File: src/rtl/modulo_entrada_pkg.sv
// modulo_entrada_pkg: shared FSM encodings and defaults for the input responder
package modulo_entrada_pkg;
  localparam int DEBOUNCE_DEFAULT = 50000;
  localparam logic [2:0] OCIOSO  = 3'd0;
  localparam logic [2:0] AGUARDA = 3'd1;
  localparam logic [2:0] CAPTURA = 3'd2;
  localparam logic [2:0] ENTREGA = 3'd3;
  localparam logic [2:0] SOLTA   = 3'd4;
endpackage

File: src/rtl/modulo_entrada_debounce_botao.sv
// debounce_botao: synchronises and debounces the active-low confirm button
module debounce_botao
  import modulo_entrada_pkg::*;
#(
  parameter int DEBOUNCE_CYCLES = DEBOUNCE_DEFAULT
) (
  input  logic clock,
  input  logic reset_n,
  input  logic botao_n,
  output logic premido,
  output logic press
);
  localparam int CW = $clog2(DEBOUNCE_CYCLES + 1);
  logic b1, b2, deb_n, flip;
  logic [CW-1:0] cnt;
  assign flip = (b2 != deb_n) && (cnt == CW'(DEBOUNCE_CYCLES - 1));
  assign premido = ~deb_n;
  // two-flop synchroniser, idles at released
  always_ff @(posedge clock or negedge reset_n)
    if (!reset_n) {b2, b1} <= 2'b11;
    else {b2, b1} <= {b1, botao_n};
  // level accepted only after a full stable run; counter stops at the flip point
  always_ff @(posedge clock or negedge reset_n)
    if (!reset_n) begin
      deb_n <= 1'b1;
      cnt   <= '0;
      press <= 1'b0;
    end else begin
      deb_n <= flip ? b2 : deb_n;
      cnt   <= (b2 == deb_n || flip) ? '0 : cnt + 1'b1;
      press <= flip & ~b2;
    end
endmodule

File: src/rtl/modulo_entrada.sv
// modulo_entrada: waits for a debounced confirm press, captures switches, 4-phase ack
module modulo_entrada
  import modulo_entrada_pkg::*;
#(
  parameter int SW_WIDTH        = 7,
  parameter int DATA_WIDTH      = 32,
  parameter int DEBOUNCE_CYCLES = DEBOUNCE_DEFAULT
) (
  input  logic                  clock,
  input  logic                  reset_n,
  input  logic [SW_WIDTH-1:0]   switches,
  input  logic                  botao_n,
  input  logic                  in_req,
  output logic                  in_ack,
  output logic [DATA_WIDTH-1:0] dado,
  output logic                  aguardando
);
  logic [SW_WIDTH-1:0] sw1, sw2;
  logic [2:0] state, next;
  logic premido, press;

  debounce_botao #(.DEBOUNCE_CYCLES(DEBOUNCE_CYCLES)) u_deb (
    .clock(clock), .reset_n(reset_n), .botao_n(botao_n), .premido(premido), .press(press)
  );

  // switch synchroniser
  always_ff @(posedge clock or negedge reset_n)
    if (!reset_n) {sw2, sw1} <= '0;
    else {sw2, sw1} <= {sw1, switches};

  // next state; a button already held at request time must be released first,
  // and a dropped request beats a simultaneous press
  always_comb
    next = (state == OCIOSO)  ? (in_req ? (premido ? SOLTA : AGUARDA) : OCIOSO) :
           (state == AGUARDA) ? (!in_req ? OCIOSO : (press ? CAPTURA : AGUARDA)) :
           (state == CAPTURA) ? ENTREGA :
           (state == ENTREGA) ? (in_req ? ENTREGA : SOLTA) :
           (state == SOLTA)   ? (premido ? SOLTA : OCIOSO) : OCIOSO;

  // state register and capture register; dado only changes on capture
  always_ff @(posedge clock or negedge reset_n)
    if (!reset_n) begin
      state <= OCIOSO;
      dado  <= '0;
    end else begin
      state <= next;
      dado  <= (state == CAPTURA) ? DATA_WIDTH'(sw2) : dado;
    end

  assign in_ack     = (state == ENTREGA);
  assign aguardando = (state == AGUARDA);
endmodule
File: config.mk
export PLATFORM = sky130hd
export DESIGN_NAME = modulo_entrada
export DESIGN_NICKNAME = d
export VERILOG_FILES = /design/src/rtl/modulo_entrada_pkg.sv /design/src/rtl/modulo_entrada_debounce_botao.sv /design/src/rtl/modulo_entrada.sv
export SDC_FILE = /design/constraint.sdc
export NUM_CORES = 1
export LEC_CHECK = 0
export CAP_MARGIN = 15
export CORE_MARGIN = 4
export CORE_UTILIZATION = 35
export CTS_BUF_LIST = sky130_fd_sc_hd__clkbuf_16
export CTS_CLUSTER_SIZE = 10
export DETAILED_ROUTE_END_ITERATION = 8
export PLACE_DENSITY_LB_ADDON = 0.05
export SKIP_CTS_REPAIR_TIMING = 1
export SLEW_MARGIN = 10
export SYNTH_ARGS = -nofsm -noshare
export SYNTH_HDL_FRONTEND = slang
export SYNTH_SLANG_ARGS = --single-unit
File: constraint.sdc
create_clock -name clock -period 3.26 [get_ports clock]
set_input_delay 0.326 -clock clock [delete_from_list [all_inputs] [get_ports clock]]
set_output_delay 0.326 -clock clock [all_outputs]
set_load 0.01 [all_outputs]
Word-level counts from Yosys, hierarchy flattened

Index checks and enable logic that the tools add are counted.

Add/subtract/negate cells: 1
Eq/ne operators: 7
Mux-type cells: 12
Bitwise operators: 2
Reduce and logical (&&, ||, !) cells: 3

Operators with widths:

| kind                  | number |
|---|---|
| $mux 3                | 9 |
| $add 16x1->16 const B | 1 |
| $eq 16x16->1 const B  | 1 |
| $mux 16               | 1 |
| $eq 3x2->1 const B    | 2 |
| $mux 2                | 2 |
| $eq 3x1->1 const B    | 1 |
| $eq 3x3->1 const B    | 1 |
| $logic_not 3->1       | 1 |
| $and 1x1->1           | 1 |
| $eq 1x1->1            | 1 |
| $logic_and 1x1->1     | 1 |
| $logic_or 1x1->1      | 1 |
| $ne 1x1->1            | 1 |
| $not 1->1             | 1 |

Register bits: 44
Output and inout bits: 34

Logic depth before layout (Yosys ltp)

Gate-level depths: netlist of run 1.

Word-level depth: 6
Depth in mapped cells: 6
Mapped depth without buffers: 5

Cells and area by module

A second synthesis of run 1 with hierarchy kept.

Cell total of the unflattened synthesis: 164
Area, all modules: 2043.2 µm²

By module, submodules not included:

| module         | times used | cells an instance | area each (µm²) |
|---|---|---|---|
| debounce_botao | 1          | 94                | 1064.8 |
| modulo_entrada | 1          | 70                | 978.4 |

Least setup slack after synthesis of run 1

OpenSTA, ideal clock, no wires.

Path kind: register -> register
Start point: reg u_deb.cnt[0]
End point: reg u_deb.cnt[10]
Arrival time: 1.299 ns
Required time: 3.141 ns
Slack: 1.842 ns
Stages on the path, launching flop included: 7
Buffers on the path: 1
Path through: dfrtp_1 -> ha_1 -> and3_1 -> nand4_2 -> nand2_2 -> buf_6 -> nor2_1

Longest elaborated chain between the ends: 4

RTL lines:

| what                                                                  | RTL line                            | source |
|---|---|---|
| start, declared                                                       | modulo_entrada_debounce_botao.sv:15 | `logic [CW-1:0] cnt;` |
| start signal, assigned                                                | modulo_entrada_debounce_botao.sv:30 | `cnt <= (b2 == deb_n \|\| flip) ? '0 : cnt + 1'b1;` |
| parallel branches: the longest is 3 deep, another holds $add 16x1->16 | n/a                                 |  |
| $mux 16 *                                                             | modulo_entrada_debounce_botao.sv:30 |  |

Mark *: on every way between the ends.
A chain may end at the register's enable or synchronous reset.

Worst setup path in the final report of run 1

Start point: reg state[0]
End point: out aguardando

Longest elaborated chain between the ends: 1

RTL lines:

| what                   | RTL line             | source |
|---|---|---|
| start, declared        | modulo_entrada.sv:19 | `logic [2:0] state, next;` |
| start signal, assigned | modulo_entrada.sv:46 | `state <= next;` |
| $eq 3x1->1             | modulo_entrada.sv:51 | `assign aguardando = (state == AGUARDA);` |
| end, declared          | modulo_entrada.sv:16 | `output logic aguardando` |

No other way between the ends.

==> results.md, run 1 <==
* GRT Residual Overflow at 0
* Hold_ws at about 0.19 ns
* Worst-path clk slew at about 0.060 ns
* Reg2Reg Depth at 5
* P_leak at just under 1 nW
* CTS tree: built
* R2r startpoint: u_deb.cnt[0]
* Post-synth top area cell: dfrtp_1
* Register area share after synthesis at 0.5596
* Initial DRC Count at 26
* Clock Tree Buf Depth at 2
* Initial antenna violation count at 0
* Nature of the critical path startpoint: register
* Final nets at roughly 190
* Number of flops mapped to enable cells by yosys at 0
* Synth unique cells at 36
* RSZ-0062 raised after global routing: false
* GR Util All Layers at 0.09543
* Worst setup EP type: primary output
* R2r endpoint: u_deb.cnt[7]
* Routed WL per cell at 11.80 microns
* Post-Syn Area at a little under 2000 sq um
* Global-route wire length before repair at between 5000 and 6000 microns
* Diode count at 0
* Final Hold Vio Count at 0
* Pwr Density at 531.5 nW/um^2
* Slew @ Worst Pin at approximately 0.93 ns
* Chip Height at between 80 and 90 microns
* Rows at 27
* # setup viols final at 0
* Vias per cell at about 4.4
* Final Max Tran Viols at 0
* Post-synth top flop: dfrtp_1
* Setup TNS Final at 0 ns
* Dpl hpwl at around 2100 microns
* Share of cells above drive strength 1 at 0.1934
* Max Fclk at 530.5 MHz
* Relative slew slack at 0.3767
* Vias in the first global route at 1,143
* Drc violations at 0
* Setup Skew at ~0.0023 ns
* Area Overhead vs Synth at 16.92%
* Avg Cell Area, Syn at around 13 sq um
* Core box area at 5473 sq um
* Critical path class: register to primary output
* Port bufs at 19
* Max cap viols at 0
* Outcome: finished clean
* Top post-synthesis cells by area: dfrtp_1 (52%), buf_4 (9.5%), xnor2_1 (5.3%), dfstp_2 (4.0%), mux2_2 (4.0%)
* Maximum vdd drop at about 0.25 mV
* DR pass1 iterations at 4
* Crit Path Max Fanout at 8
* GPL Wtd Cong at between 0.7 and 0.8
* Chip Width at 83.11 microns
* CP arrival at between 1.5 and 2 ns
* CTS buffer count at 5
* Post-synth ARST share at 1.000
* Hold/Removal Path Class: input pin to asynchronous set/reset pin
* Crit path time final at between 1.5 and 2 ns
* Worst Path Required at between 2 and 3 ns
* Initial core utilization at 0.3608
* Clk_lat worst skew at between 0.2 and 0.3 ns
* Die area at between 6000 and 7000 sq um
* R2R Setup Slk at 1.66 ns
* Synthesized flop and latch total at 44
* Vias at around 1,100
* Final period utilization at 0.5782
* Clk root buf: clkbuf_16
* Yosys top cell area share at 0.5196
* Ys Warns at 0
* Cells after synthesis at about 160
* Worst setup startpoint: state[0]
* CTS HTree Levels at 2
* Post-route ant nets at 0
* Largest net degree at the start of global routing at 45
* Clk sinks at 44
* Post-Route WL at ~3000 microns
* I/O Pins at 45
how the worst max path moves through the flow:
| stage | slack, ns | cells past startpoint | end |
|---|---|---|---|
| floorplan | 1.84 | 6 | u_deb.cnt[10] |
| global placement | 1.69 | 2 | in_ack |
| detailed placement | 1.65 | 5 | u_deb.cnt[11] |
| CTS | 1.35 | 2 | aguardando |
| global route | 1.32 | 2 | aguardando |
| finish | 1.38 | 2 | aguardando |
layout make-up:
type                    instances  area (sq um)
fillers                       515          3164
flip-flops and latches         44          1105
multi-input cells             106         742.0
repair buffers                 19         185.2
clock buffers                   5         125.1
well taps                      72         90.09
clock inverters                 3         46.29
inverters                       4         15.01
sequential cells by signal (all words and copies together), names as in the netlist:
| name | flops |
|---|---|
| dado | 7 |
| state | 3 |
| sw1 | 7 |
| sw2 | 7 |
| u_deb.b1 | 1 |
| u_deb.b2 | 1 |
| u_deb.cnt | 16 |
| u_deb.deb_n | 1 |
| u_deb.press | 1 |
cell families after synthesis:
family / after synthesis / share of synthesized area
AOI/OAI and AO/OA: 7 / 0.02091
xor gates and xnor gates: 15 / 0.06654
adders and majority gates: 1 / 0.006336
buffers and inverters: 31 / 0.1103
DFF: 44 / 0.5596
muxes: 8 / 0.04563
other: 1 / 0.001899
and+or+nand+nor: 50 / 0.1889
worst max-delay path, cell delays in order, from the launching register on:
cell             delay, ns
dfrtp_1               0.49
nor3b_1               0.23
clkdlybuf4s50_1       0.57
placed cells by master (no fill, tap or decap), types with 2 or more instances in the layout:
cell type,synthesis,routed
dfrtp_1,41,41
conb_1,1,25
clkdlybuf4s50_1,0,18
nor2_1,16,16
xnor2_1,12,12
mux2_2,7,7
clkbuf_16,0,5
nand3_1,4,4
nor4_2,4,4
inv_1,4,4
nor3_1,4,4
xor2_1,3,3
a21oi_1,3,3
dfstp_2,3,3
and3_1,2,2
nor4b_2,2,2
nand4_4,2,2
nand2_1,2,2
nor2_2,2,2
nor3b_1,2,2
o21ai_0,2,2
power breakdown:
part / switching (W) / internal (W)
logic: 0.0000406 / 0.0000341
registers: 0.0000119 / 0.000569
clock network: 0.000208 / 0.000364
total: 0.000260 / 0.000967
Yosys cell counts (2+ instances only):
master and count:
a21oi_1 3, and3_1 2, buf_4 25, dfrtp_1 41, dfstp_2 3, inv_1 4, mux2_2 7, nand2_1 2
nand3_1 4, nand4_4 2, nor2_1 16, nor2_2 2, nor3_1 4, nor3b_1 2, nor4_2 4, nor4b_2 2
o21ai_0 2, xnor2_1 12, xor2_1 3
layer usage:
layer  track usage  vias to the layer above  share of wire
li1              -                      523              -
met3       0.03472                        5          0.071
met4       0.04012                        0          0.018
met5             0                        -              0
met2        0.1538                       40           0.47
met1        0.1150                      539           0.44
through the flow:
| stage | setup slack [ns] | area (sq um) | std cells | util | power [W] |
|---|---|---|---|---|---|
| after detailed placement | 1.646 | 2137 | 245 | 0.3905 | 0.0006668 |
| after global placement | 1.690 | 2137 | 245 | 0.3905 | 0.0006666 |
| after global routing | 1.317 | 2308 | 253 | 0.4218 | 0.001281 |
| after floorplan | 1.842 | 2064 | 181 | - | 0.0006446 |
| after CTS | 1.352 | 2308 | 253 | 0.4218 | 0.001249 |
| final | 1.375 | 2308 | 253 | 0.4218 | 0.001227 |
No activity file was read; power rests on OpenSTA's default activity.
==> run 2: changes to the inputs <==
==> constraint.sdc (replaced) <==
create_clock -name clock -period 1.9 [get_ports clock]
set_input_delay 0.19 -clock clock [delete_from_list [all_inputs] [get_ports clock]]
set_output_delay 0.19 -clock clock [all_outputs]
set_load 0.01 [all_outputs]
==> run 2 against run 1 <==
  * Critical path depth unchanged
  * Design area decreased by 0.22%
  * Critical endpoint unchanged
  * Count of clock-buffer cells in the layout unchanged
  * Via count increased by 1.8%
  * First-iteration DRC count increased by 65%
  * Routed wire length increased by 7.8%
  * Worst hold slack improved by 0.14 ns
  * Final cell count increased by 1.2%
  * Sequential share of layout area increased by 0.10 points
  * Clock power increased by 43%
==> results.md, run 2 (synthesis results as in run 1) <==
* Max cap viols at 0 (unchanged)
* Final nets at 195 (+1.6%)
* Critical path class: register to primary output
* CP arrival at 1.57 ns (about the same)
* GRT Residual Overflow at 0 (unchanged)
* CTS HTree Levels at 2 (unchanged)
* Hold_ws at 0.3232 ns (+0.1376 ns)
* Placed cell count at 247 (+0.82%)
* Biggest register: u_deb.cnt
* Worst setup EP type: primary output
* Drc violations at 0 (unchanged)
* Clk root buf: clkbuf_16
* Initial antenna violation count at 0 (unchanged)
* Worst Path Required at 1.71 ns (-1.22 ns)
* Vias per cell at 4.402 (+0.61%)
* CTS tree: built
* Largest net degree at the start of global routing at 24 (-47%)
* Clock Tree Buf Depth at 2 (unchanged)
* Commonest non-fill, non-tap cell in the layout: dfrtp_1
* # setup viols final at 0 (unchanged)
* Setup TNS Final at 0 ns (unchanged)
* Crit Path Max Fanout at 8 (unchanged)
* Die area at 6906 sq um (unchanged)
* Vias at 1,127 (+1.8%)
* Hold path depth at 1
* Final Hold Vio Count at 0 (unchanged)
* CP max stage cell: clkdlybuf4s50_1
* Post-route ant nets at 0 (unchanged)
* Final period utilization at 0.9242
* Initial core utilization at 0.3608 (unchanged)
* Critical-path cell list: nor3b_1, clkdlybuf4s50_1
* Setup Skew at 0.003230 ns (+0.0009032 ns)
* GPL Wtd Cong at 0.7092 (-1.8%)
* Routed WL per cell at 12.57 microns (+6.5%)
* Clk sinks at 44 (unchanged)
* Vias in the first global route at 1,118 (-2.2%)
* Post-Route WL at 3218 microns (+7.8%)
* Worst slack at placement at 0.2799 ns (-1.366 ns)
* Chip Height at 83.11 microns (unchanged)
* Layout Cells excl Fill at 256 (+1.2%)
* P_leak at 0.9954 nW (+0.44%)
* Diode count at 0 (unchanged)
* Final Max Tran Viols at 0 (unchanged)
* Global-route wire length before repair at 5444 microns (+3.3%)
* RSZ-0062 raised after global routing: false
* Dpl hpwl at 2351 microns (+11%)
* Core box area at 5473 sq um (unchanged)
* Max FFs per register at 16 (unchanged)
* Area Overhead vs Synth at 16.67%
* Clk_lat worst skew at 0.28 ns (about the same)
* Pwr Density at 845.0 nW/um^2 (+59%)
* DR pass1 iterations at 4 (unchanged)
* CTS buffer count at 5 (unchanged)
* Slew @ Worst Pin at 0.5114 ns (-0.4236 ns)
* Port bufs at 19 (unchanged)
* Max Fclk at around 570 MHz
* Crit path time final at 1.756 ns
* Final WS setup at 0.1439 ns (-1.231 ns)
* Largest stage delay, worst path at 0.57 ns (about the same)
* Nature of the critical path startpoint: register
* I/O Pins at 45 (unchanged)
* Initial DRC Count at 43 (+65%)
* Rows at 27 (unchanged)
* Worst-path clk slew at 0.06 ns (about the same)
* Outcome: finished clean
* Chip Width at 83.11 microns (unchanged)
* Share of cells above drive strength 1 at 0.1957 (+0.002282)
* Reg2Reg Depth at 5 (unchanged)
* Hold/Removal Path Class: input pin to register
* Relative slew slack at 0.6591 (+0.2824)
* Maximum vdd drop at 0.4140 mV (+64%)
* GR Util All Layers at 0.1008 (+0.005368)
* Commonest non-fill, non-tap cells in the layout: dfrtp_1 (41), conb_1 (25), clkdlybuf4s50_1 (18)
## run 2: power breakdown
part           total [W]  switching (W)  internal, W
Clock           0.000814       0.000335     0.000479
Sequential      0.000998      0.0000216     0.000977
Combinational   0.000134      0.0000712    0.0000626
Total            0.00195       0.000428      0.00152
## run 2: worst paths after layout
path	start	end	slack (ns)
worst max-delay path	state[0]	aguardando	0.14
worst min-delay path	botao_n	u_deb.b1	0.32
worst max register to register	u_deb.cnt[0]	u_deb.cnt[14]	0.31
worst min register to register	sw1[6]	sw2[6]	0.35
max in group asynchronous	reset_n	u_deb.b1	0.85
min in group asynchronous	reset_n	state[0]	0.41
## run 2: area by class of cell
cell class | count | area (sq um)
clock buffers | 5 | 125.1
clock inverters | 3 | 16.27
fillers | 515 | 3169
inverters | 4 | 15.01
multi-input cells | 106 | 742.0
flip-flops and latches | 44 | 1105
well taps | 72 | 90.09
repair buffers | 22 | 210.2
## run 2: worst max-delay path: cells and delay by family (launching register included)
kind / cells / cell delay [ns]
AND/OR/NAND/NOR: 1 / 0.22
buffers and inverters: 1 / 0.57
flip-flops: 1 / 0.50
## run 2: stage by stage
| stage | power, W | utilization | instance area, sq um |
|---|---|---|---|
| 6_report | 0.001946 | 0.4209 | 2303 |
| 3_5_place_dp | 0.001150 | 0.3932 | 2152 |
| 2_1_floorplan | 0.001106 | - | 2064 |
| 3_3_place_gp | 0.001147 | 0.3932 | 2152 |
| 4_1_cts | 0.001984 | 0.4191 | 2293 |
| 5_1_grt | 0.002042 | 0.4209 | 2303 |
## run 2: metal layers
layer / share of wire / routed length, microns / GRT usage / up-vias
li1: - / - / - / 527
met1: 0.46 / 1484 / 0.1285 / 550
met2: 0.45 / 1439 / 0.1480 / 44
met3: 0.074 / 239 / 0.04663 / 6
met4: 0.017 / 54 / 0.04012 / 0
met5: 0 / 0 / 0 / -
